==> src/rtl/mcs4_cycle_sequencer.sv <==
// MCS-4 cycle sequencer: generates the phi1/phi2 clock enables for the
// i4004 bus. It tracks the eight-subcycle instruction cycle, locks it to
// the CPU's sync, and gives the host run/halt/single-step control at
// instruction-cycle boundaries.
module mcs4_cycle_sequencer #(
  parameter int PHASE_TICKS = 4,   // clk cycles per subcycle, even and >= 2
  parameter int CNT_W       = 16   // width of cycle_count
) (
  input  logic             clk,
  input  logic             rst,
  input  logic             sync,
  input  logic             run_en,
  input  logic             step,
  input  logic             err_clr,
  output logic             clken_1,
  output logic             clken_2,
  output logic [2:0]       subcycle,
  output logic             halted,
  output logic             step_done,
  output logic [CNT_W-1:0] cycle_count,
  output logic             sync_err
);

  localparam int TICK_W = $clog2(PHASE_TICKS);
  localparam logic [TICK_W-1:0] TICK_LAST = TICK_W'(PHASE_TICKS - 1);
  localparam logic [TICK_W-1:0] TICK_MID  = TICK_W'(PHASE_TICKS / 2);

  typedef enum logic [1:0] {
    ST_HALT = 2'd0,
    ST_RUN  = 2'd1,
    ST_STEP = 2'd2
  } state_t;

  state_t             r_state;
  state_t             w_state_nxt;
  logic [TICK_W-1:0]  r_tick;
  logic [2:0]         r_subcycle;
  logic               r_sync_seen;
  logic               r_step_done;
  logic [CNT_W-1:0]   r_cycle_count;
  logic               r_sync_err;

  logic w_running;
  logic w_wrap;
  logic w_sync_now;
  logic w_resync;
  logic w_complete;
  logic w_start;

  // When PHASE_TICKS is 2, the sync sample edge is also the wrap edge.
  // In that case the live sync value is used in place of the register.
  assign w_running  = (r_state != ST_HALT);
  assign w_wrap     = w_running && (r_tick == TICK_LAST);
  assign w_sync_now = (r_tick == TICK_MID) ? sync : r_sync_seen;
  assign w_resync   = w_wrap && w_sync_now && (r_subcycle != 3'd7);
  assign w_complete = w_wrap && (r_subcycle == 3'd7);

  // State register
  // NOTE: sequential state uses non-blocking (<=), so every register samples
  // pre-edge values and the order of statements inside the block is irrelevant.
  always_ff @(posedge clk or posedge rst) begin
    if (rst) r_state <= ST_HALT;
    else     r_state <= w_state_nxt;
  end

  // Next-state decode: leave HALT on run/step; return only on a good completion
  // NOTE: every signal assigned here gets a default first, so no path can
  // leave one unassigned and infer a latch.
  always_comb begin
    w_state_nxt = r_state;
    w_start     = 1'b0;
    case (r_state)
      ST_HALT: begin
        if (run_en) begin
          w_state_nxt = ST_RUN;
          w_start     = 1'b1;
        end else if (step) begin
          w_state_nxt = ST_STEP;
          w_start     = 1'b1;
        end
      end
      ST_RUN: begin
        if (w_complete && !run_en) w_state_nxt = ST_HALT;
      end
      ST_STEP: begin
        if (w_complete) w_state_nxt = run_en ? ST_RUN : ST_HALT;
      end
      default: w_state_nxt = ST_HALT;
    endcase
  end

  // Datapath: tick/subcycle timing, sync capture, counters and the error flag
  always_ff @(posedge clk or posedge rst) begin
    if (rst) begin
      r_tick        <= '0;
      r_subcycle    <= 3'd0;
      r_sync_seen   <= 1'b0;
      r_step_done   <= 1'b0;
      r_cycle_count <= '0;
      r_sync_err    <= 1'b0;
    end else begin
      if (w_start)        r_tick <= '0;
      else if (w_running) r_tick <= w_wrap ? '0 : r_tick + 1'b1;

      if (w_wrap)                               r_sync_seen <= 1'b0;
      else if (w_running && r_tick == TICK_MID) r_sync_seen <= sync;

      if (w_wrap) r_subcycle <= w_sync_now ? 3'd0 : r_subcycle + 3'd1;

      if (w_complete) r_cycle_count <= r_cycle_count + 1'b1;

      r_step_done <= (r_state == ST_STEP) && w_complete;

      // A new misalignment takes priority over a simultaneous clear.
      if (w_resync)     r_sync_err <= 1'b1;
      else if (err_clr) r_sync_err <= 1'b0;
    end
  end

  // The enables are decoded from registers only, so asserting rst drops
  // them at once, without waiting for a clock edge.
  assign clken_1     = w_running && (r_tick == '0);
  assign clken_2     = w_running && (r_tick == TICK_MID);
  assign subcycle    = r_subcycle;
  assign halted      = (r_state == ST_HALT);
  assign step_done   = r_step_done;
  assign cycle_count = r_cycle_count;
  assign sync_err    = r_sync_err;

endmodule

==> config.mk <==
export PLATFORM = sky130hd
export DESIGN_NAME = mcs4_cycle_sequencer
export DESIGN_NICKNAME = d
export VERILOG_FILES = /design/src/rtl/mcs4_cycle_sequencer.sv
export SDC_FILE = /design/constraint.sdc
export NUM_CORES = 1
export LEC_CHECK = 0
export CAP_MARGIN = 20
export CORE_MARGIN = 5
export CORE_UTILIZATION = 26
export DETAILED_ROUTE_END_ITERATION = 10
export DONT_BUFFER_PORTS = 1
export MAX_ROUTING_LAYER = met4
export PLACE_DENSITY = 0.46
export SLEW_MARGIN = 40
export SYNTH_ARGS = -nofsm -noshare
export SYNTH_HDL_FRONTEND = slang
export SYNTH_SLANG_ARGS = --single-unit
export TNS_END_PERCENT = 5
==> constraint.sdc <==
create_clock -name clk -period 1.8 [get_ports clk]
set_input_delay 0.27 -clock clk [delete_from_list [all_inputs] [get_ports clk]]
set_output_delay 0.27 -clock clk [all_outputs]
set_load 0.05 [all_outputs]
==> results.toml <==
[status]
outcome = "completed"

[die]
initial_core_util = 0.265
die_w_um = 78.9
row_count = 25
die_area_mm2 = 0.00622
fp.dieH_um = 78.9
core_area_mm2 = 0.00466
design.portCount = 30

[yosys]
postSynthCellCount = 110
cell_types_occupying_the_most_area_after_synthesis = "sky130_fd_sc_hd__dfrtp_1, sky130_fd_sc_hd__xnor2_1, sky130_fd_sc_hd__ha_1, sky130_fd_sc_hd__nand2_1, sky130_fd_sc_hd__nand4_1"
synth_warnings = 0
yosys.cell_types.count = 26
mappedNetlistNets = 122
ys_seq_area_frac = 0.527
synth.cell_area_mm2 = 0.00123
synth-seq-cells = 26
cell_type_contributing_the_most_total_cell_area_after_synthesis = "sky130_fd_sc_hd__dfrtp_1"
syn_avg_cell_area_um2 = 11.2
synth_top_area_share = 0.527

[clocking]
cts-root-to-sink-buffers = 2
cts.htree.levels = 1
cts_tree = "yes"
clock-root-buffer = "sky130_fd_sc_hd__clkbuf_8"
cts_inserted_buffers = 3
clock-sinks = 26
clkTransAtPathRegs_ns = 0.09
clkLatencyLatePin_ns = 0.27

[placement]
buffer_ports.inserted = 0
dp.final_hpwl_um = 2060
finalWeightedCongestion = 0.782

[worst_setup_path]
critical_path_peak_fanout = 4
endpoint_kind = "output pin"
worstSetupStartpointType = "flip-flop"
setup.worst_path.class = "reg2out"
critical_path.cell_chain = "inv_1, ha_1, nor2b_1, buf_4"
critPathArrivalTime_ns = 1.37
worst_ep_required_time_ns = 1.53
critical-path-slowest-cell = "sky130_fd_sc_hd__dfrtp_1"
worst_path_largest_cell_delay_ns = 0.42

[global_route]
grt_antenna_before_repair = 0
grt.total_usage = 0.0971
global_route_wire_length_before_repair_um = 4670
grt_max_degree = 27
first_global_vias = 976
global_route.overflow_total = 0

[sta]
maxClockFrequency_mhz = 611
tns_ns = 0
final.period_utilization = 0.909
worstMarginPinSlew_ns = 0.534
slew-limit-headroom = 0.644
final-max-slew-violation-count = 0
final.min_clock_period_ns = 1.64
worst_clock_skew_ns = 0.00411
grt_setup_unrepaired = "no"
hold_ws_ns = 0.105
hold_viol = 0
setup_viol_count_final = 0

[power]
cellLeakagePower_nw = 0.720
power.density_cell_area_mw_per_mm2 = 1180
power.ir.vdd_worst_uv = 450

[final_layout]
drive_above_1_share = 0.259
antennaDiodeCount = 0
post_layout_net_count = 148
synthToLayoutAreaGrowth_pct = 25.1

[worst_hold_path]
min-delay-path-class = "in2reg"

[drt]
viasPerCell = 4.63
drc_errors = 0
dr_pass1_iterations = 2
route.antenna.remaining_nets = 0
total_via_count_after_detailed_routing = 875
wirelength_um = 2620
first_iter_violations = 28
routedWlPerCell_um = 13.9

[run]
maxCapViolations = 0
## metrics by stage
step           cell area, um^2  setup slack (ns)  cells   util  total power [mW]
2_1_floorplan             1240           -0.0920    110      -              1.18
3_3_place_gp              1460             0.217    184  0.313              1.32
3_5_place_dp              1460             0.181    184  0.313              1.35
4_1_cts                   1540             0.140    189  0.330              1.84
5_1_grt                   1540           0.00590    189  0.331              1.94
6_report                  1540             0.163    189  0.331              1.81
## cells in the mapped netlist (all sizes together)
cell / n
xor2: 1
o32ai: 1
inv: 7
a22oi: 1
dfrtp: 26
nand4: 5
a22o: 2
o211ai: 1
nor4: 1
nand3b: 1
nor2b: 3
buf: 2
o21ai: 3
mux2i: 1
nand2: 12
and3: 1
nor3: 4
nor2: 8
xnor2: 14
ha: 6
o22ai: 1
a32o: 1
nand3: 6
mux2: 2
## final cells by class
type,count,area (um^2)
Fill cell,484,3120
Sequential cell,26,651
Multi-Input combinational cell,75,552
Timing Repair Buffer,23,175
Tap cell,54,67.6
Clock buffer,3,41.3
Clock inverter,1,30.0
Inverter,7,26.3
## kinds of logic (layout without fill, tap and decap cells)
kind of cell	after synthesis	count (layout)	synth area share
simple gates	41	41	0.180
buf+inv	9	34	0.0294
mux	3	3	0.0264
compound gates	10	10	0.0700
flops	26	26	0.527
xor+xnor	15	15	0.106
fa+ha+maj	6	6	0.0609
## registers in the layout, summed over array words and instances (netlist names)
signal       cells
subcycle         3
r_sync_seen      1
r_tick           2
sync_err         1
r_state          2
cycle_count     16
step_done        1
## report_power, final
| group | internal [mW] | switching (mW) |
|---|---|---|
| Clock | 0.297 | 0.183 |
| Sequential | 0.660 | 0.0747 |
| Combinational | 0.214 | 0.384 |
| Total | 1.17 | 0.641 |
## worst max-delay path, delay by kind of cell, from the launching register on
family	cells	cell delay, ns
adder cells (fa/ha/maj)	1	0.23
buffers and inverters	2	0.30
flip-flops	1	0.42
AND/OR/NAND/NOR	1	0.15
## timing repair
| action | in CTS | in global routing |
|---|---|---|
| hold buffers | 1 | 0 |
| resized for setup | 0 | 1 |
| setup buffers | 0 | 0 |
| setup endpoints to repair | 0 | 1 |
| hold endpoints to repair | 26 | 0 |
## routing by layer
layer,up-vias,track usage,part of all wire
met5,-,-,0
met4,0,0.0103,0
met3,0,0.0442,0.088
met2,22,0.162,0.49
met1,429,0.112,0.42
li1,424,-,-
## worst paths after layout
kind / slack, ns / start / cells after the start / endpoint
worst max-delay path: 0.16 / r_tick[0] / 4 / clken_2
worst min-delay path: 0.11 / err_clr / 1 / sync_err
worst max register to register: 0.20 / subcycle[0] / 6 / cycle_count[15]
worst min register to register: 0.50 / r_sync_seen / 1 / r_sync_seen
max in group asynchronous: 1.05 / rst / 3 / cycle_count[4]
min in group asynchronous: 0.49 / rst / 3 / cycle_count[13]
## placed cells by master, fill, tap and decap left out, drive strengths merged
cell	count
dfrtp	26
buf	22
xnor2	14
nand2	12
nor2	8
inv	7
nand3	6
ha	6
nand4	5
nor3	4
nor2b	3
clkbuf	3
o21ai	3
mux2	2
a22o	2
and3	1
o211ai	1
mux2i	1
nor4	1
nand3b	1
xor2	1
o32ai	1
o22ai	1
a32o	1
a22oi	1
bufinv	1
dlygate4sd3	1
Note: power is estimated with default switching activity, not from simulation.
